===== src/rtl/axis_step_counter.sv =====
// axis_step_counter: AXI4-Stream arithmetic sequence generator.
// Emits frames of cfg_length beats running start, start+step, ... and stops
// after cfg_frames frames (0 = endless) or after a dropped run request lets
// the current frame finish.
// Optional feature macro: AXIS_STEP_COUNTER_TLAST_EN adds the m_axis_tlast port.
module axis_step_counter #(
    parameter int AXIS_TDATA_WIDTH = 32,
    parameter int CNTR_WIDTH       = 32,
    parameter int FRAME_WIDTH      = 16
) (
    input  logic                        aclk,
    input  logic                        aresetn,
    input  logic [CNTR_WIDTH-1:0]       cfg_start,
    input  logic [CNTR_WIDTH-1:0]       cfg_step,
    input  logic [CNTR_WIDTH-1:0]       cfg_length,
    input  logic [FRAME_WIDTH-1:0]      cfg_frames,
    input  logic                        cfg_run,
    output logic                        sts_busy,
    output logic [FRAME_WIDTH-1:0]      sts_frames,
    output logic [AXIS_TDATA_WIDTH-1:0] m_axis_tdata,
    output logic                        m_axis_tvalid,
`ifdef AXIS_STEP_COUNTER_TLAST_EN
    output logic                        m_axis_tlast,
`endif
    input  logic                        m_axis_tready
);

    typedef enum logic [1:0] {
        S_IDLE,
        S_RUN,
        S_DONE
    } state_t;

    state_t                 state;
    logic [CNTR_WIDTH-1:0]  value;
    logic [CNTR_WIDTH-1:0]  idx;
    logic [CNTR_WIDTH-1:0]  sh_start;
    logic [CNTR_WIDTH-1:0]  sh_step;
    logic [CNTR_WIDTH-1:0]  sh_len;
    logic [FRAME_WIDTH-1:0] sh_frames;
    logic [FRAME_WIDTH-1:0] frames_cnt;
    logic                   stop_pend;
    logic                   tvalid;
    logic                   busy;

    // Shadow length is never zero in RUN, so len_m1 is the true last index.
    logic [CNTR_WIDTH-1:0]  len_m1;
    logic [CNTR_WIDTH-1:0]  idx_inc;
    logic [FRAME_WIDTH-1:0] frames_inc;
    logic                   is_last;
    logic                   hs;
    logic                   finish;

    assign len_m1     = sh_len - CNTR_WIDTH'(1);
    assign idx_inc    = idx + CNTR_WIDTH'(1);
    assign frames_inc = frames_cnt + FRAME_WIDTH'(1);
    assign is_last    = (idx == len_m1);
    assign hs         = tvalid & m_axis_tready;
    // A run request dropping on the very edge of the final beat still stops
    // the block there rather than starting one more frame.
    assign finish     = ((sh_frames != '0) && (frames_inc == sh_frames))
                        || stop_pend || !cfg_run;

    assign m_axis_tdata  = AXIS_TDATA_WIDTH'(value);
    assign m_axis_tvalid = tvalid;
    assign sts_busy      = busy;
    assign sts_frames    = frames_cnt;

`ifdef AXIS_STEP_COUNTER_TLAST_EN
    logic tlast;
    assign m_axis_tlast = tlast;

    // tlast is registered alongside the beat it marks, so it tracks the next index.
    always_ff @(posedge aclk) begin
        if (!aresetn) begin
            tlast <= 1'b0;
        end else begin
            case (state)
                S_IDLE: begin
                    if (cfg_run && cfg_length != '0)
                        tlast <= (cfg_length == CNTR_WIDTH'(1));
                    else
                        tlast <= 1'b0;
                end
                S_RUN: begin
                    if (hs) begin
                        if (is_last)
                            tlast <= finish ? 1'b0 : (len_m1 == '0);
                        else
                            tlast <= (idx_inc == len_m1);
                    end
                end
                default: tlast <= 1'b0;
            endcase
        end
    end
`endif

    // Main control FSM: start on run request, step value per handshake,
    // count frames and decide between another frame and DONE.
    always_ff @(posedge aclk) begin
        if (!aresetn) begin
            state      <= S_IDLE;
            value      <= '0;
            idx        <= '0;
            sh_start   <= '0;
            sh_step    <= '0;
            sh_len     <= '0;
            sh_frames  <= '0;
            frames_cnt <= '0;
            stop_pend  <= 1'b0;
            tvalid     <= 1'b0;
            busy       <= 1'b0;
        end else begin
            case (state)
                S_IDLE: begin
                    tvalid <= 1'b0;
                    busy   <= 1'b0;
                    if (cfg_run && cfg_length != '0) begin
                        sh_start   <= cfg_start;
                        sh_step    <= cfg_step;
                        sh_len     <= cfg_length;
                        sh_frames  <= cfg_frames;
                        value      <= cfg_start;
                        idx        <= '0;
                        frames_cnt <= '0;
                        stop_pend  <= 1'b0;
                        tvalid     <= 1'b1;
                        busy       <= 1'b1;
                        state      <= S_RUN;
                    end
                end
                S_RUN: begin
                    if (!cfg_run)
                        stop_pend <= 1'b1;
                    if (hs) begin
                        if (is_last) begin
                            frames_cnt <= frames_inc;
                            value      <= sh_start;
                            idx        <= '0;
                            if (finish) begin
                                tvalid <= 1'b0;
                                busy   <= 1'b0;
                                state  <= S_DONE;
                            end
                        end else begin
                            value <= value + sh_step;
                            idx   <= idx_inc;
                        end
                    end
                end
                S_DONE: begin
                    tvalid <= 1'b0;
                    busy   <= 1'b0;
                    if (!cfg_run)
                        state <= S_IDLE;
                end
                default: begin
                    tvalid <= 1'b0;
                    busy   <= 1'b0;
                    state  <= S_IDLE;
                end
            endcase
        end
    end

endmodule


===== config.mk =====
export PLATFORM = sky130hd
export DESIGN_NAME = axis_step_counter
export DESIGN_NICKNAME = d
export VERILOG_FILES = /design/src/rtl/axis_step_counter.sv
export SDC_FILE = /design/constraint.sdc
export NUM_CORES = 1
export LEC_CHECK = 0
export ABC_AREA = 1
export ABC_CLOCK_PERIOD_IN_PS = 2210
export BUFFER_PORTS_ARGS = -buffer_cell sky130_fd_sc_hd__buf_2
export CAP_MARGIN = 20
export CORE_MARGIN = 10
export CORE_UTILIZATION = 30
export DETAILED_ROUTE_END_ITERATION = 6
export SYNTH_ARGS = -nofsm -noshare
export SYNTH_HDL_FRONTEND = slang
export SYNTH_SLANG_ARGS = --single-unit

===== constraint.sdc =====
create_clock -name aclk -period 2.21 [get_ports aclk]
set_input_delay 0 -clock aclk [delete_from_list [all_inputs] [get_ports aclk]]
set_output_delay 0 -clock aclk [all_outputs]
set_load 0.02 [all_outputs]

### Word-level counts from Yosys, hierarchy flattened

Cells that the tools add are included.

| cells by class | value |
|---|---|
| add/subtract/negate cells | 4 |
| equal/unequal tests | 10 |
| muxes and demuxes | 26 |
| bitwise gates (word level) | 1 |
| reductions and logical operators | 15 |

Operator list:

| cell | number |
|---|---|
| $mux 32 | 6 |
| $pmux 32 s2 | 2 |
| $mux 16 | 3 |
| $add 32x1->32 const B | 1 |
| $add 32x32->32 | 1 |
| $eq 32x32->1 | 1 |
| $pmux 16 s2 | 1 |
| $reduce_bool 32->1 | 1 |
| $sub 32x1->32 const B | 1 |
| $add 16x1->16 const B | 1 |
| $eq 16x16->1 | 1 |
| $reduce_bool 16->1 | 1 |
| $ne 2x2->1 const B | 6 |
| $mux 2 | 5 |
| $reduce_and 3->1 | 3 |
| $mux 1 | 6 |
| $pmux 2 s3 | 1 |
| $reduce_and 5->1 | 1 |
| $pmux 1 s2 | 2 |
| $reduce_and 4->1 | 1 |
| $eq 2x1->1 const B | 1 |
| $eq 2x2->1 const B | 1 |
| $logic_and 1x1->1 | 2 |
| $logic_not 2->1 | 1 |
| other kinds (5) | 6 |

| word-level totals | value |
|---|---|
| register bits | 196 |
| input port bits | 116 |
| output and inout port bits | 50 |
| word-level logic and storage cells | 66 |

### Depth between registers and ports, before layout

Gate-level depths: netlist of run 1.

| depth | value |
|---|---|
| depth after elaboration | 9 |
| mapped depth | 18 |
| gate-level depth less buffers | 18 |

### Least setup slack after synthesis of run 1

No wires, ideal clock.

| path | value |
|---|---|
| kind | reg2reg |
| start | reg value[0], in the netlist m_axis_tdata[0] |
| end | reg value[28], in the netlist m_axis_tdata[28] |
| arrival | 2.352 ns |
| slack | -0.261 ns |
| cell stages (with the launch flop) | 17 |
| path buffers | 0 |
| period minus slack after synthesis | 2.471 ns |
| cells stage by stage | dfxtp_1 > ha_1 > inv_1 > fa_1 > inv_1 > nand3_1 > nand2_1 > a21boi_0 > o21ai_0 > nand2_1 > nand2_1 > nand2_1 > nand2_1 > xor2_1 > nand2_1 > nand2_1 > a21oi_1 |

| on the way | value |
|---|---|
| word-level cells in the longest chain between the ends | 4 |

Ends and longest elaborated chain:

| element | RTL line | source |
|---|---|---|
| start, declared | 35 | `logic [CNTR_WIDTH-1:0] value;` |
| start signal, assigned | 124 | `value <= cfg_start;` |
| start signal, assigned | 139 | `value <= sh_start;` |
| start signal, assigned | 147 | `value <= value + sh_step;` |
| $add 32x32->32 | 147 |  |
| $mux 32 | 137 | `if (is_last) begin` |
| $mux 32 | 136 | `if (hs) begin` |
| $pmux 32 s2 | 115 | `case (state)` |

No other way between the ends. The select of a mux whose other input is x is not followed.
A chain may end at the register's enable or synchronous reset.

### Final worst setup path of run 1

| path | value |
|---|---|
| start | reg sh_len[0] |
| end | reg frames_cnt[6], in the netlist sts_frames[6] |

| on the way | value |
|---|---|
| word-level cells in the longest chain between the ends | 4 |

Ends and longest elaborated chain:

| element | RTL line | source |
|---|---|---|
| start, declared | 39 | `logic [CNTR_WIDTH-1:0] sh_len;` |
| start signal, assigned | 122 | `sh_len <= cfg_length;` |
| $sub 32x1->32 | 54 | `assign len_m1 = sh_len - CNTR_WIDTH'(1);` |
| $eq 32x32->1 | 57 | `assign is_last = (idx == len_m1);` |
| $ne 2x2->1 (no line) | n/a |  |
| $reduce_and 4->1 (no line) | n/a |  |
| end signal, assigned | 138 | `frames_cnt <= frames_inc;` |
| end, declared | 41 | `logic [FRAME_WIDTH-1:0] frames_cnt;` |

No other way between the ends.

==> results.sh, run 1 <==
export IMPL_drtIter0Drc=868
export IMPL_finalSetupViolations=83
export IMPL_holdCritPathClass="in2reg"
export IMPL_num_rows=73
export IMPL_antenna_left=0
export IMPL_combPwrFrac_pct=54.5
export IMPL_switchingPower_mw=7.837
export IMPL_crit_fanout=7
export IMPL_yosys_register_bits=196
export IMPL_drive_gt1_share_pct=25.67
export IMPL_swShare_pct=43.97
export IMPL_syn_area_per_cell_um2=6.487
export IMPL_critical_path_max_stage_delay_ns=0.33
export IMPL_worst_slew_margin_rel_pct=54.53
export IMPL_grt_pass1_wl_um=69660
export IMPL_ys_seq_area_share_pct=32.24
export IMPL_ys_warn_count=0
export IMPL_grt_pass1_vias=13640
export IMPL_fin_area_mm2=0.01770
export IMPL_syn_inst=1876
export IMPL_start_kind="register"
export IMPL_avgViaCountPerCell=4.883
export IMPL_synth_mux_area_share_pct=0
export IMPL_yosys_area_share_xor_xnor_pct=5.840
export IMPL_timing_final_ws_setup_ns=-0.2054
export IMPL_leakage_nw=8.061
export IMPL_synth_distinct_cells=44
export IMPL_overflow=0
export IMPL_crit_arrival_ns=2.77
export IMPL_status="finished with violations"
export IMPL_grt_use_total_pct=17.05
export IMPL_nFillCells=4023
export IMPL_cp_num_buf_inv=3
export IMPL_pwr_density_cell_mw_per_mm2=1007
export IMPL_place_area_mm2=0.01499
export IMPL_crit_chain="inv_2 -> ha_4 -> nand2_4 -> nor2_4 -> buf_6 -> nand3_2 -> nand3_1 -> nand2_1 -> nor2_2 -> nand3_2 -> nor2_4 -> nand3_4 -> nand2_4 -> nand2_8 -> nand2_8 -> clkbuf_16 -> a22oi_2"
export IMPL_numCtsBuffers=17
export IMPL_post_route_period_util_pct=109.3
export IMPL_coreArea_mm2=0.03991
export IMPL_synth_area_mm2=0.01217
export IMPL_nets=2468
export IMPL_syn_nets=2027
export IMPL_wl_um=44800
export IMPL_numPortBuffers=165
export IMPL_h_tree_depth=4
export IMPL_initial_utilization_pct=30.49
export IMPL_power_mw=17.82
export IMPL_hold_violations=0
export IMPL_clock_sinks=196
export IMPL_synth_compound_area_share_pct=18.81
export IMPL_internal_power_mw=9.986
export IMPL_tritoncts="done"
export IMPL_critPathSlowestCell="dfxtp_2"
export IMPL_dpl_hpwl_um=32310
export IMPL_synth_area_leaders="dfxtp_1, nand2_1, nor2_1, o21ai_0, a21oi_1"
export IMPL_worstSetupEndpointType="register"
export IMPL_p_clk_share_pct=18.3
export IMPL_routedWlPerCell_um=15.69
export IMPL_synth_top_family_by_area="simple AND/OR/NAND/NOR gates"
export IMPL_violations="setup timing"
export IMPL_clk_pin_slew_ns=0.08
export IMPL_antenna_found_initial=1
export IMPL_power_frac_seq_pct=27.2
export IMPL_area_growth_pct=45.46
export IMPL_max_freq_mhz=414.0
export IMPL_drv_cap=0
export IMPL_vias=13950
export IMPL_vdd_ir_drop_max_uv=710.1
export IMPL_critical_path_class="reg2reg"
export IMPL_synth_top_area_cell="dfxtp_1"
export IMPL_die_y_um=221.4
export IMPL_ioPinCount=166
export IMPL_root_buffer="clkbuf_16"
export IMPL_drv_slew=0
export IMPL_cts_path_max_buffers=2
export IMPL_finalClockSkew_ns=0.01545
export IMPL_die_x_um=221.4
export IMPL_drc=0
export IMPL_dr_pass1_iters=5
export IMPL_rsz0062_at_grt="yes"
export IMPL_die_area_mm2=0.04902
export IMPL_yosys_area_share_simple_pct=30.86
export IMPL_tightest_slew_ns=0.6821
export IMPL_gp_congestion=0.9506
export IMPL_grt_max_degree=159
export IMPL_synthAdderAreaFrac_pct=3.660
export IMPL_clk_latency_ns=0.47
export IMPL_timing_final_crit_period_ns=2.415
export IMPL_cp_required_ns=2.57
export IMPL_yosysTopAreaCellShare_pct=32.24
export IMPL_cpLargestDelayFamily="simple AND/OR/NAND/NOR gates"
cells in the final DEF, fill, tap and decap left out, types with 8 or more instances in the layout:
cell	Yosys	final
nand3b_1	8	8
o21ai_0	198	177
xor2_1	52	51
ha_1	34	32
clkbuf_16	0	23
buf_12	0	11
buf_2	5	164
nor2_2	11	22
nor3b_2	7	9
dlygate4sd3_1	0	114
o21ai_2	0	8
a21oi_2	0	22
nand2_1	374	350
nand4_1	36	36
nor2_4	3	20
nand3_2	3	14
xnor2_1	24	24
nor2_1	275	247
nor3_1	25	20
nor4_1	14	10
inv_2	8	11
nand2_2	2	21
nand3_1	91	77
dfxtp_2	0	8
o21ai_1	22	34
a21oi_1	181	159
buf_4	4	188
dfxtp_1	196	186
buf_6	3	10
inv_1	185	179
Yosys cell counts:
| master | number |
|---|---|
| dfxtp_1 | 196 |
| inv_1 | 185 |
| nand3_4 | 1 |
| nand3_2 | 3 |
| nor2_4 | 3 |
| nand2_1 | 374 |
| o21bai_1 | 9 |
| nand2_4 | 3 |
| o31ai_1 | 1 |
| nand3_1 | 91 |
| o22ai_1 | 2 |
| nand4_1 | 36 |
| nor2_2 | 11 |
| xor2_1 | 52 |
| o21ai_1 | 22 |
| nor3b_2 | 7 |
| clkbuf_1 | 58 |
| inv_2 | 8 |
| fa_1 | 1 |
| a21o_1 | 6 |
| o211a_1 | 1 |
| buf_4 | 4 |
| or2_2 | 6 |
| buf_1 | 4 |
| a211oi_1 | 1 |
| o21a_1 | 1 |
| and3_1 | 1 |
| a31oi_1 | 3 |
| nor3_1 | 25 |
| nor2_1 | 275 |
| o211ai_1 | 1 |
| a21oi_1 | 181 |
| nand2_2 | 2 |
| o21ai_0 | 198 |
| xnor3_1 | 2 |
| buf_6 | 3 |
| nand3b_1 | 8 |
| xnor2_1 | 24 |
| buf_2 | 5 |
| ha_1 | 34 |
| a21boi_0 | 3 |
| a22oi_2 | 6 |
| nor4_1 | 14 |
| nor3b_1 | 5 |
per-layer routing:
metal	wire, µm	vias up	track usage, %
li1	-	7063	-
met1	19340	6513	20.42
met2	22640	318	30.34
met3	2000	52	2.926
met4	821	0	5.152
met5	0	-	0
power groups by stage:
stage	combinational [mW]	clock, mW	sequential (mW)
6_report	9.71	3.26	4.85
2_1_floorplan	4.74	0	5.15
4_1_cts	8.77	3.33	4.83
5_1_grt	10.7	3.45	4.93
3_5_place_dp	8.38	0	4.88
3_3_place_gp	8.29	0	4.88
through the flow:
stage                     instances  hold WS (ns)  setup slack, ns  TNS, ns  util, %
after floorplan                1876        0.1119         0.005779        0        -
after global routing           2856        0.1726          -0.3334   -22.40    44.35
after CTS                      2839       0.09332          -0.1300   -6.627    42.38
after detailed placement       2689        0.2276          -0.2377   -16.16    37.57
after global placement         2689        0.2211          -0.2274   -12.44    37.57
final                          2856        0.1007          -0.2054   -10.64    44.35
cell type report:
| class | count | area [µm²] | area share (%) |
|---|---|---|---|
| multi-input cells | 1413 | 7824 | 44.20 |
| flip-flops and latches | 196 | 3941 | 22.27 |
| repair buffers | 496 | 3926 | 22.18 |
| inverters | 193 | 745.7 | 4.213 |
| well taps | 525 | 656.9 | 3.711 |
| clock buffers | 18 | 439.2 | 2.481 |
| clock inverters | 14 | 165.2 | 0.9331 |
| diodes | 1 | 2.502 | 0.01414 |
state kept, by name, summed over array words and instances, names as in the netlist:
signal and flops:
idx 32, m_axis_tdata 32, sh_frames 16, sh_len 32, sh_start 32, sh_step 32, state 2, stop_pend 1
sts_busy 1, sts_frames 16
worst register-to-register path, stage by stage (launching register included):
cell and delay [ns]:
dfxtp_2 0.33, inv_2 0.08, ha_4 0.18, nand2_4 0.06, nor2_4 0.15, buf_6 0.13
nand3_2 0.07, nand3_1 0.08, nand2_1 0.10, nor2_2 0.13, nand3_2 0.11, nor2_4 0.16
nand3_4 0.13, nand2_4 0.14, nand2_8 0.11, nand2_8 0.14, clkbuf_16 0.18, a22oi_2 0.05
repair_timing:
action | in CTS | in global routing
cloned | 1 | 7
endpoints found under the hold margin | 150 | 0
buffers inserted | 3 | 9
pin swaps | 14 | 29
hold buffers | 114 | 0
setup endpoints to repair | 83 | 162
resized for setup | 47 | 152
cell families (layout without fill, tap and decap cells):
logic type | count (synthesis) | in the layout
simple gates | 865 | 865
compound gates | 435 | 435
buf+inv | 267 | 721
flops | 196 | 196
xor+xnor | 78 | 78
fa+ha+maj | 35 | 35
other cells | 0 | 1
path summary, 6_finish.rpt:
check               start             to  slack [ns]  cells past startpoint
max             sh_len[0]  sts_frames[6]       -0.21                     17
min               aresetn       state[1]        0.10                      4
max reg2reg     sh_len[0]  sts_frames[6]       -0.21                     17
min reg2reg  sh_start[22]   sh_start[22]        0.45                      2
No activity file was read; power rests on OpenSTA's default activity.
==> run 2, diff against run 1 <==
--- a/config.mk
+++ b/config.mk
@@ -9,9 +9,12 @@
 export ABC_CLOCK_PERIOD_IN_PS = 2210
 export BUFFER_PORTS_ARGS = -buffer_cell sky130_fd_sc_hd__buf_2
 export CAP_MARGIN = 20
+export CELL_PAD_IN_SITES_DETAIL_PLACEMENT = 1
+export CELL_PAD_IN_SITES_GLOBAL_PLACEMENT = 1
 export CORE_MARGIN = 10
 export CORE_UTILIZATION = 30
 export DETAILED_ROUTE_END_ITERATION = 6
+export PLACE_DENSITY_LB_ADDON = 0.1
 export SYNTH_ARGS = -nofsm -noshare
 export SYNTH_HDL_FRONTEND = slang
 export SYNTH_SLANG_ARGS = --single-unit
==> run 2 against run 1 <==
Net effect:
- the flow still finishes with violations (setup timing)
- final area is 2.8% higher
- maximum frequency is 3.0% lower
- cell count is 1.9% higher
- clock skew is 0.0038 ns lower
- sequential power hardly changed
- utilization is 1.3 points higher
- register-to-register slack worse by 0.07 ns
- critical path type unchanged
- largest cell class unchanged
==> results.sh, run 2 (same netlist as run 1, synthesis figures left out) <==
export IMPL_status="finished with violations"
export IMPL_violations="setup timing"
export IMPL_die_area_mm2=0.04902
export IMPL_vias=14070
export IMPL_finalClockSkew_ns=0.01170
export IMPL_avgViaCountPerCell=4.838
export IMPL_grt_use_total_pct=20.05
export IMPL_root_buffer="clkbuf_16"
export IMPL_worstSetupEndpointType="register"
export IMPL_cp_required_ns=2.61
export IMPL_crit_top_cell="nand2_8"
export IMPL_worst_slew_margin_rel_pct=47.63
export IMPL_antenna_found_initial=0
export IMPL_clock_sinks=196
export IMPL_critPathSlowestCell="dfxtp_2"
export IMPL_multi_input_area_mm2=0.007860
export IMPL_area_growth_pct=49.56
export IMPL_grt_pass1_vias=15250
export IMPL_crit_arrival_ns=2.89
export IMPL_wl_um=49780
export IMPL_post_route_period_util_pct=112.7
export IMPL_nets=2523
export IMPL_holdCritPathClass="in2reg"
export IMPL_grt_pass1_wl_um=80230
export IMPL_final_common_cell="nand2_1"
export IMPL_tightest_slew_ns=0.7830
export IMPL_h_tree_depth=4
export IMPL_overflow=0
export IMPL_ioPinCount=166
export IMPL_drc=0
export IMPL_vdd_ir_drop_max_uv=562.5
export IMPL_nFillCells=5059
export IMPL_cpLargestDelayFamily="simple AND/OR/NAND/NOR gates"
export IMPL_timing_final_ws_setup_ns=-0.2799
export IMPL_die_y_um=221.4
export IMPL_drv_slew=0
export IMPL_cts_path_max_buffers=2
export IMPL_tritoncts="done"
export IMPL_clk_pin_slew_ns=0.08
export IMPL_crit_fanout=6
export IMPL_crit_chain="inv_2 -> ha_4 -> nand2_4 -> nor2_4 -> buf_6 -> nand2_2 -> o21bai_1 -> nand2_1 -> nor2_1 -> nand3_2 -> nor2_4 -> nand3_4 -> nand2_8 -> nand2_8 -> nand2_8 -> buf_6 -> buf_16 -> nor2_2"
export IMPL_layout_common_cells="nand2_1, nor2_1, buf_4"
export IMPL_pwr_density_cell_mw_per_mm2=1020
export IMPL_grt_max_degree=101
export IMPL_dpl_hpwl_um=36890
export IMPL_coreArea_mm2=0.03991
export IMPL_hold_violations=0
export IMPL_antenna_diode_count=0
export IMPL_timing_final_crit_period_ns=2.490
export IMPL_gp_congestion=0.8736
export IMPL_place_area_mm2=0.01539
export IMPL_initial_utilization_pct=30.49
export IMPL_drv_cap=0
export IMPL_rsz0062_at_grt="yes"
export IMPL_final_seq_area_mm2=0.003939
export IMPL_leakage_nw=8.372
export IMPL_clk_latency_ns=0.50
export IMPL_die_x_um=221.4
export IMPL_numCtsBuffers=17
export IMPL_drive_gt1_share_pct=28.15
export IMPL_numPortBuffers=165
export IMPL_fin_area_mm2=0.01820
export IMPL_num_rows=73
export IMPL_start_kind="register"
export IMPL_max_freq_mhz=401.6
export IMPL_finalSetupViolations=83
export IMPL_critical_path_class="reg2reg"
export IMPL_antenna_left=0
export IMPL_routedWlPerCell_um=17.11
export IMPL_drtIter0Drc=540
export IMPL_dr_pass1_iters=4
export IMPL_tns_ns=-14.92
export IMPL_critical_path_max_stage_delay_ns=0.33
export IMPL_cp_num_buf_inv=4
## run 2: cell types whose count changed in the layout (fill, tap and decap cells not counted), moves of 6 or more
cell / delta
buf_12: +9
buf_4: +50
nand2_1: -14
o21ai_1: -9
a21oi_1: +6
o21ai_2: +11
nand3_1: +6
nand2_2: +12
a21oi_2: -6
nor2_1: -6
## run 2: power by group
part           switching, mW  total [mW]  internal [mW]
registers              0.565        4.83           4.27
logic                   5.86        10.2           4.37
clock network           1.54        3.50           1.96
total                   7.97        18.6           10.6
## run 2: per-layer routing
layer,vias to the layer above,global-route usage [%],wire [µm],part of all wire [%]
met5,-,0,0,0
li1,7144,-,-,-
met2,152,37.38,26060,52
met4,0,5.746,884,1.8
met3,51,3.783,1365,2.7
met1,6726,22.55,21470,43
## run 2: stage by stage
stage                     total power, mW  setup WS, ns  hold slack, ns  cells  utilization, %
after global placement              13.73       -0.2976          0.2211   2730           38.56
after CTS                           18.21       -0.2369         0.01555   2899           44.25
final                               18.56       -0.2799         0.04718   2909           45.60
after global routing                20.03       -0.4144         0.07727   2909           45.60
after detailed placement            13.86       -0.3364          0.2289   2730           38.56
after floorplan                     9.887      0.005779          0.1119   1876               -
## run 2: worst register-to-register path: cells and delay by family (launching register included)
kind | cells | cell delay, ns
compound gates | 1 | 0.16
flops | 1 | 0.33
buf+inv | 4 | 0.46
simple gates | 12 | 1.28
fa+ha+maj | 1 | 0.17
## run 2: repair_timing
item                       in CTS  in global routing
setup buffers                  21                 10
hold buffers                  114                  0
hold endpoints to repair      153                  0
pin swaps                      37                 63
gates resized for setup        84                138
cloned                          4                  1
setup endpoints to repair      83                124
## run 2: cell type report
cell class              count  area share, %
flip-flops and latches    196          21.64
repair inverters            1        0.03437
clock inverters            10         0.9418
well taps                 525          3.609
repair buffers            550          24.01
multi-input cells        1413          43.19
clock buffers              21          2.530
inverters                 193          4.049
## run 2: path summary, 6_finish.rpt
| path | end | slack [ns] | startpoint | depth (start not counted) |
|---|---|---|---|---|
| max reg2reg | idx[2] | -0.28 | sh_len[0] | 18 |
| min | state[1] | 0.05 | aresetn | 4 |
| min reg2reg | sh_start[26] | 0.45 | sh_start[26] | 2 |
| max | idx[2] | -0.28 | sh_len[0] | 18 |
==> run 3, diff against run 2 <==
--- a/config.mk
+++ b/config.mk
@@ -15,6 +15,7 @@
 export CORE_UTILIZATION = 30
 export DETAILED_ROUTE_END_ITERATION = 6
 export PLACE_DENSITY_LB_ADDON = 0.1
+export SETUP_SLACK_MARGIN = 0.2
 export SYNTH_ARGS = -nofsm -noshare
 export SYNTH_HDL_FRONTEND = slang
 export SYNTH_SLANG_ARGS = --single-unit
==> run 3 against run 2 <==
Net effect:
- the flow still finishes with violations (setup timing)
- clock skew up 0.00074 ns
- utilization up 0.27 points
- combinational power about the same
- cell count up 0.24%
- critical path depth down 1
- critical path type unchanged
- global-route usage down 0.24 points
- largest power group unchanged
- non-clock buffer count up 3
- via count up 1.4%
==> results.sh, run 3 (same netlist as run 1, synthesis figures left out) <==
export IMPL_fin_cells=2916
export IMPL_tns_ns=-17.25
export IMPL_drive_gt1_share_pct=27.15
export IMPL_timing_final_crit_period_ns=2.494
export IMPL_pwr_density_cell_mw_per_mm2=1011
export IMPL_max_freq_mhz=401.0
export IMPL_rsz0062_at_grt="yes"
export IMPL_endpoint="sts_frames[14]"
export IMPL_grt_pass1_wl_um=79260
export IMPL_dpl_hpwl_um=36390
export IMPL_area_growth_pct=50.45
export IMPL_layout_common_cells="nand2_1, nor2_1, buf_4"
export IMPL_cts_path_max_buffers=2
export IMPL_violations="setup timing"
export IMPL_vdd_ir_drop_max_uv=474.7
export IMPL_crit_arrival_ns=2.92
export IMPL_fin_util_pct=45.87
export IMPL_drc=0
export IMPL_startpoint="sh_len[1]"
export IMPL_numPortBuffers=165
export IMPL_place_inst=2721
export IMPL_worstSetupEndpointType="register"
export IMPL_finalClockSkew_ns=0.01243
export IMPL_critPathSlowestCell="dfxtp_4"
export IMPL_avgViaCountPerCell=4.892
export IMPL_start_kind="register"
export IMPL_grt_pass1_vias=15200
export IMPL_nets=2528
export IMPL_grt_max_degree=162
export IMPL_numCtsBuffers=17
export IMPL_tightest_slew_ns=0.7337
export IMPL_tritoncts="done"
export IMPL_clk_pin_slew_ns=0.08
export IMPL_grt_use_total_pct=19.81
export IMPL_gp_congestion=0.8564
export IMPL_r2r_cells=17
export IMPL_overflow=0
export IMPL_holdCritPathClass="in2reg"
export IMPL_critical_path_max_stage_delay_ns=0.36
export IMPL_coreArea_mm2=0.03991
export IMPL_routedWlPerCell_um=17.53
export IMPL_initial_utilization_pct=30.49
export IMPL_h_tree_depth=4
export IMPL_r2r_end="sts_frames[14]"
export IMPL_die_x_um=221.4
export IMPL_power_mw=18.50
export IMPL_leakage_nw=8.398
export IMPL_hold_violations=0
export IMPL_worstReg2RegStart="sh_len[1]"
export IMPL_timing_final_ws_setup_ns=-0.2837
export IMPL_die_y_um=221.4
export IMPL_status="finished with violations"
export IMPL_worst_slew_margin_rel_pct=51.09
export IMPL_final_common_cell="nand2_1"
export IMPL_antenna_found_initial=1
export IMPL_root_buffer="clkbuf_16"
export IMPL_dr_pass1_iters=5
export IMPL_ioPinCount=166
export IMPL_reg2reg_slack_ns=-0.28
export IMPL_critical_path_class="reg2reg"
export IMPL_drtIter0Drc=425
export IMPL_wl_um=51120
export IMPL_post_route_period_util_pct=112.8
export IMPL_crit_fanout=8
export IMPL_num_rows=73
export IMPL_die_area_mm2=0.04902
export IMPL_cp_required_ns=2.63
export IMPL_finalSetupViolations=83
export IMPL_crit_chain="inv_4 -> ha_4 -> nand2_4 -> nor2_4 -> buf_12 -> nand2_2 -> nand2_2 -> nand3_1 -> nor2_1 -> nand3_1 -> nor2_4 -> nand3_4 -> nand2_4 -> nand2_8 -> buf_12 -> buf_16 -> o22ai_2"
export IMPL_antenna_left=0
export IMPL_vias=14260
export IMPL_drv_cap=0
export IMPL_clk_latency_ns=0.50
export IMPL_clock_sinks=196
export IMPL_drv_slew=0
## run 3: layer usage
| metal | track usage, % | vias to the layer above | part of all wire [%] |
|---|---|---|---|
| li1 | - | 7178 | - |
| met1 | 22.43 | 6869 | 43 |
| met2 | 36.38 | 154 | 52 |
| met3 | 3.006 | 63 | 2.2 |
| met4 | 7.706 | 0 | 2.8 |
| met5 | 0 | - | 0 |
## run 3: per-stage QoR
stage / hold WS [ns] / instance area (µm²) / setup WS [ns]
2_1_floorplan: 0.1119 / 12260 / 0.04392
3_3_place_gp: 0.2209 / 15330 / -0.2237
3_5_place_dp: 0.2298 / 15330 / -0.2758
4_1_cts: 0.04481 / 17630 / -0.1942
5_1_grt: 0.1681 / 18310 / -0.4361
6_report: 0.1093 / 18310 / -0.2837
## run 3: worst max-delay path, delay by kind of cell, from the launching register on
family                   cells  cell delay, ns
AO/OA/AOI/OAI                1            0.14
adder cells (fa/ha/maj)      1            0.16
buffers and inverters        4            0.48
flip-flops                   1            0.36
AND/OR/NAND/NOR             11            1.25
## run 3: final cells by class
class / instances / area [µm²]
Antenna cell: 1 / 2.502
Sequential cell: 196 / 3941
Fill cell: 5057 / 21610
Multi-Input combinational cell: 1416 / 7870
Tap cell: 525 / 656.9
Timing Repair Buffer: 553 / 4522
Inverter: 193 / 749.5
Clock buffer: 22 / 444.2
Clock inverter: 10 / 122.6
## run 3: where the power goes
part           switching (mW)  internal (mW)
combinational            5.95           4.46
clock                    1.56           1.67
sequential              0.587           4.27
## run 3: repair_timing
item,in CTS,in global routing
setup endpoints to repair,83,191
buffers inserted,21,14
pin swaps,36,25
endpoints found under the hold margin,150,0
gates resized for setup,82,93
hold buffers,114,0
cloned,6,7
## run 3: worst min-delay path by stage
| stage | start | to | slack, ns | cells after the start |
|---|---|---|---|---|
| final | m_axis_tready | state[1] | 0.11 | 6 |
| after global routing | m_axis_tready | sts_busy | 0.17 | 6 |
| after CTS | m_axis_tready | state[1] | 0.04 | 6 |
| after detailed placement | cfg_step[9] | sh_step[9] | 0.23 | 3 |
| after global placement | cfg_step[18] | sh_step[18] | 0.22 | 3 |
| after floorplan | cfg_run | stop_pend | 0.11 | 1 |
